--- src/rtl/serial_deframer.sv ---
// rtl/serial_deframer.sv - MSB-first serial receive stage with one-deep valid/ready output buffer
//
// Purpose:
//   Watches an idle-high serial line for a start bit (0), shifts in N data
//   bits MSB first, checks the stop bit (1) and hands the word to a one-deep
//   output buffer. Bad stop bits pulse frame_err; good frames that arrive
//   while the buffer is still full are dropped and latch overrun.
//
// Ports:
//   clk        in   rising-edge clock
//   reset      in   asynchronous active-low reset
//   bit_en     in   sample strobe; frame logic only advances when high
//   sin        in   serial line
//   ready      in   consumer takes dout when valid is high
//   dout       out  [N-1:0] received word, stable while valid
//   valid      out  dout holds an unconsumed word
//   frame_err  out  one-cycle pulse after a stop bit sampled low
//   overrun    out  sticky flag: a good frame was dropped (buffer full)
module serial_deframer #(
  parameter int N = 8
) (
  input  logic         clk,
  input  logic         reset,
  input  logic         bit_en,
  input  logic         sin,
  input  logic         ready,
  output logic [N-1:0] dout,
  output logic         valid,
  output logic         frame_err,
  output logic         overrun
);

  localparam int CW = $clog2(N) + 1;

  typedef enum logic [1:0] {
    IDLE      = 2'd0,
    DATA      = 2'd1,
    STOP      = 2'd2,
    WAIT_HIGH = 2'd3
  } state_t;

  state_t         state_q;
  logic [CW-1:0]  cnt_q;
  logic [N-1:0]   sh_q;
  logic [N-1:0]   dout_q;
  logic           valid_q;
  logic           frame_err_q;
  logic           overrun_q;

  always_ff @(posedge clk or negedge reset) begin
    if (!reset) begin
      state_q     <= IDLE;
      cnt_q       <= '0;
      sh_q        <= '0;
      dout_q      <= '0;
      valid_q     <= 1'b0;
      frame_err_q <= 1'b0;
      overrun_q   <= 1'b0;
    end else begin
      // frame_err is a single-cycle pulse; it is re-raised only by a bad stop.
      frame_err_q <= 1'b0;

      // Output handshake runs on every edge, strobe or not. A good stop on the
      // same edge overrides this below and keeps valid high with the new word.
      if (valid_q && ready) begin
        valid_q <= 1'b0;
      end

      if (bit_en) begin
        case (state_q)
          IDLE: begin
            if (!sin) begin
              state_q <= DATA;
              cnt_q   <= '0;
            end
          end

          DATA: begin
            sh_q  <= {sh_q[N-2:0], sin};
            cnt_q <= cnt_q + CW'(1);
            if (cnt_q == CW'(N - 1)) begin
              state_q <= STOP;
            end
          end

          STOP: begin
            if (sin) begin
              state_q <= IDLE;
              // Buffer counts as free if it is empty or being drained this edge.
              if (!valid_q || ready) begin
                dout_q  <= sh_q;
                valid_q <= 1'b1;
              end else begin
                overrun_q <= 1'b1;
              end
            end else begin
              frame_err_q <= 1'b1;
              state_q     <= WAIT_HIGH;
            end
          end

          WAIT_HIGH: begin
            // A line stuck low after a bad stop must not look like a new start.
            if (sin) begin
              state_q <= IDLE;
            end
          end

          default: begin
            state_q <= IDLE;
          end
        endcase
      end
    end
  end

  assign dout      = dout_q;
  assign valid     = valid_q;
  assign frame_err = frame_err_q;
  assign overrun   = overrun_q;

endmodule

--- config.mk ---
export PLATFORM = sky130hd
export DESIGN_NAME = serial_deframer
export DESIGN_NICKNAME = d
export VERILOG_FILES = /design/src/rtl/serial_deframer.sv
export SDC_FILE = /design/constraint.sdc
export NUM_CORES = 1
export LEC_CHECK = 0
export ABC_AREA = 1
export CAP_MARGIN = 20
export CORE_MARGIN = 2
export CORE_UTILIZATION = 53
export CTS_CLUSTER_DIAMETER = 80
export DETAILED_ROUTE_END_ITERATION = 6
export PLACE_DENSITY = 0.78
export SYNTH_ARGS = -nofsm -noshare
export SYNTH_HDL_FRONTEND = slang
export SYNTH_SLANG_ARGS = --single-unit
--- constraint.sdc ---
create_clock -name clk -period 1.9 [get_ports clk]
set_input_delay 0.38 -clock clk [delete_from_list [all_inputs] [get_ports clk]]
set_output_delay 0.38 -clock clk [all_outputs]
set_load 0.005 [all_outputs]
==> results.md <==
Cells and area:
- The post-route netlist has between 10 and 15% of its cells at a drive strength greater than 1.
- The area of combinational cells with multiple inputs is 435 um^2.
- The number of antenna diodes in the final layout is 0.
- At the end of the flow the core is filled with cells to between 60% and 70%.
- The finished layout holds 174 standard cells, fillers aside.
- The final net count is 154.
- Fill cells in the final layout number 154.
- Relative to the synthesized area, the layout overhead comes to 17.9%.
- The sequential cell area in the final layout is 626 um^2.

Placed design:
- The number of placed instances, taps included, is 170.
- At the end of routability-driven placement, the weighted congestion stood at 0.812.
- The HPWL after detailed placement is 1.35 mm.
- The count of buffers from port buffering is 15.

Power:
- The power per standard cell area is 1300 nW/um^2.
- The worst-case vdd ir drop is 0.899 mV.
- The leakage dissipation is 0.675 nW.

Yosys:
- The number of different library cells in the post-synthesis netlist is 19.
- During synthesis, Yosys emitted a total of 0 warnings.
- A synthesized cell averages 8.85 um^2.
- Counting every instance in the synthesized netlist gives 128.
- Synthesis inferred 25 register bits.
- The net count of the mapped netlist is about 130.
- Sequential elements use 55.2% of the synthesized area.
- The synthesized netlist occupies a cell area of 1130 um^2.

Routing:
- The average detailed-routed wire length per instance is 10.4 um.
- The routed design has 1.82 mm of wire.
- Once detail routing completed, the nets flagged for antenna violations numbered 0.
- The residual DRC count is 0.
- The first TritonRoute pass finished after 4 iterations.
- The final route contains 862 vias.
- The count of routing violations after the opening detailed-route iteration is 17.
- The mean number of vias per cell is 4.95.

Setup path:
- The largest delay contributor family on the critical path is buffers and inverters.
- The critical path goes through clkdlybuf4s50_1.
- The most critical setup path has its endpoint at dout[4].
- Across all register-to-register paths, the minimum setup slack is 0.44 ns.
- The worst reg2reg path depth is 4.
- On the worst path, the slowest cell contributes a delay of 0.51 ns.
- In this run the number of cells on the critical path is 1.
- The startpoint of the worst register-to-register path is state_q[1].
- The sum of buffers and inverters on the critical path is 1.
- The maximum fanout count along the critical path is 2.
- The cell with the biggest individual delay on the critical path is clkdlybuf4s50_1.
- The worst setup path is captured at an output port.
- The worst path required time is 1.52 ns.
- The worst register-to-register path ends at dout[1].
- The class of the most critical setup path is flop to output port.
- Data arrives at the worst endpoint at 1.22 ns.
- The worst setup path is launched from a flop.
- The critical path starts at dout[4].

GRT:
- The number of antenna violations at the first check in global routing was 0.
- Entering global routing, the biggest net connects 26 pins.
- Summed over all layers, the global routing overflow is 0.
- Global routing used 17.2% of the available tracks.
- The first global-routing pass estimated 3.28 mm of wire.
- The number of global-route vias before repair is 761.

Timing:
- The minimum clock period after layout is 1.60 ns.
- Setup violations remaining at the end of the flow were counted as 0.
- The headroom to the max-slew limit is 70.1%.
- The clock skew after layout is ~0.0036 ns.
- The total count of max-transition violations in the final report is 0.
- Dividing the final minimum period by the clock period gives a little over four fifths.
- The pin slew with the least headroom to its limit is roughly 0.45 ns.
- Setup repair after global routing left no endpoint under its margin.
- The hold violation total from the final report is 0.
- The total negative setup slack is 0 ns.
- The maximum clock rate is 0.625 GHz.

Clock network:
- The clock drives 25 sinks.
- In this run the post-CTS setup repair buffer count came out at 0.
- The cell sitting at the root of the clock tree is a clkbuf_4.
- Gates resized during post-CTS repair numbered 0.
- The insertion delay of the later-clocked pin in the worst-skew pair is roughly 0.32 ns.
- In this run the number of H-tree levels came out at 1.
- The TritonCTS clock tree is yes.
- Buffers inserted to repair hold after CTS numbered 0.
- The number of clock buffers inserted by TritonCTS is 3.
- The clock passes through at most 2 buffers.
- Clock-pin slew was measured on the worst setup and hold paths at 0.14 ns.

Die:
- The floorplan row count is 16.
- The boundary pin count is 16.
- The area enclosed by the die boundary is 2520 um^2.
- The effective utilization at floorplan is 57.1%.
- In this run the horizontal extent of the chip is 50.2 um.
- The die is 50.2 um tall.
- The floorplan core area is 1980 um^2.

Outcome:
- The flow ran to the end, and the final reports show no timing, DRC or antenna violations.

Job:
- The count of max-cap constraint violations is 0.

Worst hold path:
- The classification of the worst-slack hold path is primary input to async pin.
[cell usage after synthesis (all sizes together)]
master	instances	area, um^2
o21bai	1	7.51
xnor2	1	8.76
nand4	2	18.8
nand3	6	30.0
buf	3	33.8
nor2	11	68.8
clkinv	1	3.75
ha	1	12.5
nand2	53	206
dfrtp	25	626
inv	9	33.8
o21ai	15	82.6
[registers in the layout, indices dropped and copies added (netlist names)]
| register | cells |
|---|---|
| frame_err | 1 |
| state_q | 2 |
| cnt_q | 4 |
| valid | 1 |
| overrun | 1 |
| sh_q | 8 |
| dout | 8 |
[per-stage QoR]
stage / hold slack (ns) / total power, mW / instance area [um^2] / worst slack (ns)
floorplan: 0.0844 / 1.26 / 1130 / 0.850
global placement: 0.465 / 1.48 / 1310 / 0.192
detailed placement: 0.466 / 1.51 / 1310 / 0.137
CTS: 0.402 / 1.75 / 1340 / 0.280
global route: 0.405 / 1.90 / 1340 / 0.239
finish: 0.401 / 1.73 / 1340 / 0.300
[layout make-up]
type / count / share of cell area (%)
sequential: 25 / 46.9
timing repair buffer: 18 / 12.9
clock buffer: 3 / 1.69
tap: 27 / 2.53
clock inverter: 1 / 0.562
multi-input combinational: 90 / 32.6
inverter: 10 / 2.81
[power breakdown]
part	total (mW)	internal [mW]	switching, mW
Sequential	0.872	0.721	0.151
Combinational	0.621	0.308	0.313
Clock	0.240	0.0805	0.159
[worst min path at each step]
| stage | start | to | slack (ns) | cells after the start |
|---|---|---|---|---|
| 6_report | reset | dout[4] | 0.40 | 2 |
| 3_5_place_dp | overrun | overrun | 0.47 | 1 |
| 5_1_grt | reset | dout[6] | 0.41 | 2 |
| 4_1_cts | reset | dout[2] | 0.40 | 2 |
| 2_1_floorplan | reset | cnt_q[0] | 0.08 | 0 |
| 3_3_place_gp | overrun | overrun | 0.47 | 1 |
[cells by family after synthesis]
kind of cell	Yosys count	synth area share [%]
compound gates	16	7.96
xor+xnor	1	0.774
fa+ha+maj	1	1.10
buf+inv	13	6.30
flops	25	55.2
simple gates	72	28.6
[layer usage]
metal | vias up | track usage, % | wire length (um)
met5 | - | 0 | 0
met2 | 21 | 26.5 | 837
met1 | 397 | 23.6 | 881
met3 | 2 | 3.57 | 78
li1 | 442 | - | -
met4 | 0 | 6.94 | 21
[placed cells by master, fill, tap and decap left out, types with 2 or more instances in the layout]
| cell | count |
|---|---|
| nor2_4 | 3 |
| clkdlybuf4s50_1 | 15 |
| nor2_2 | 2 |
| o21ai_0 | 3 |
| clkbuf_4 | 3 |
| inv_1 | 8 |
| dfrtp_1 | 25 |
| nor2_1 | 6 |
| nand3_1 | 6 |
| o21ai_1 | 10 |
| nand2_2 | 3 |
| nand2_1 | 50 |
| o21ai_2 | 2 |
| buf_4 | 3 |
No activity file was read; power rests on OpenSTA's default activity.
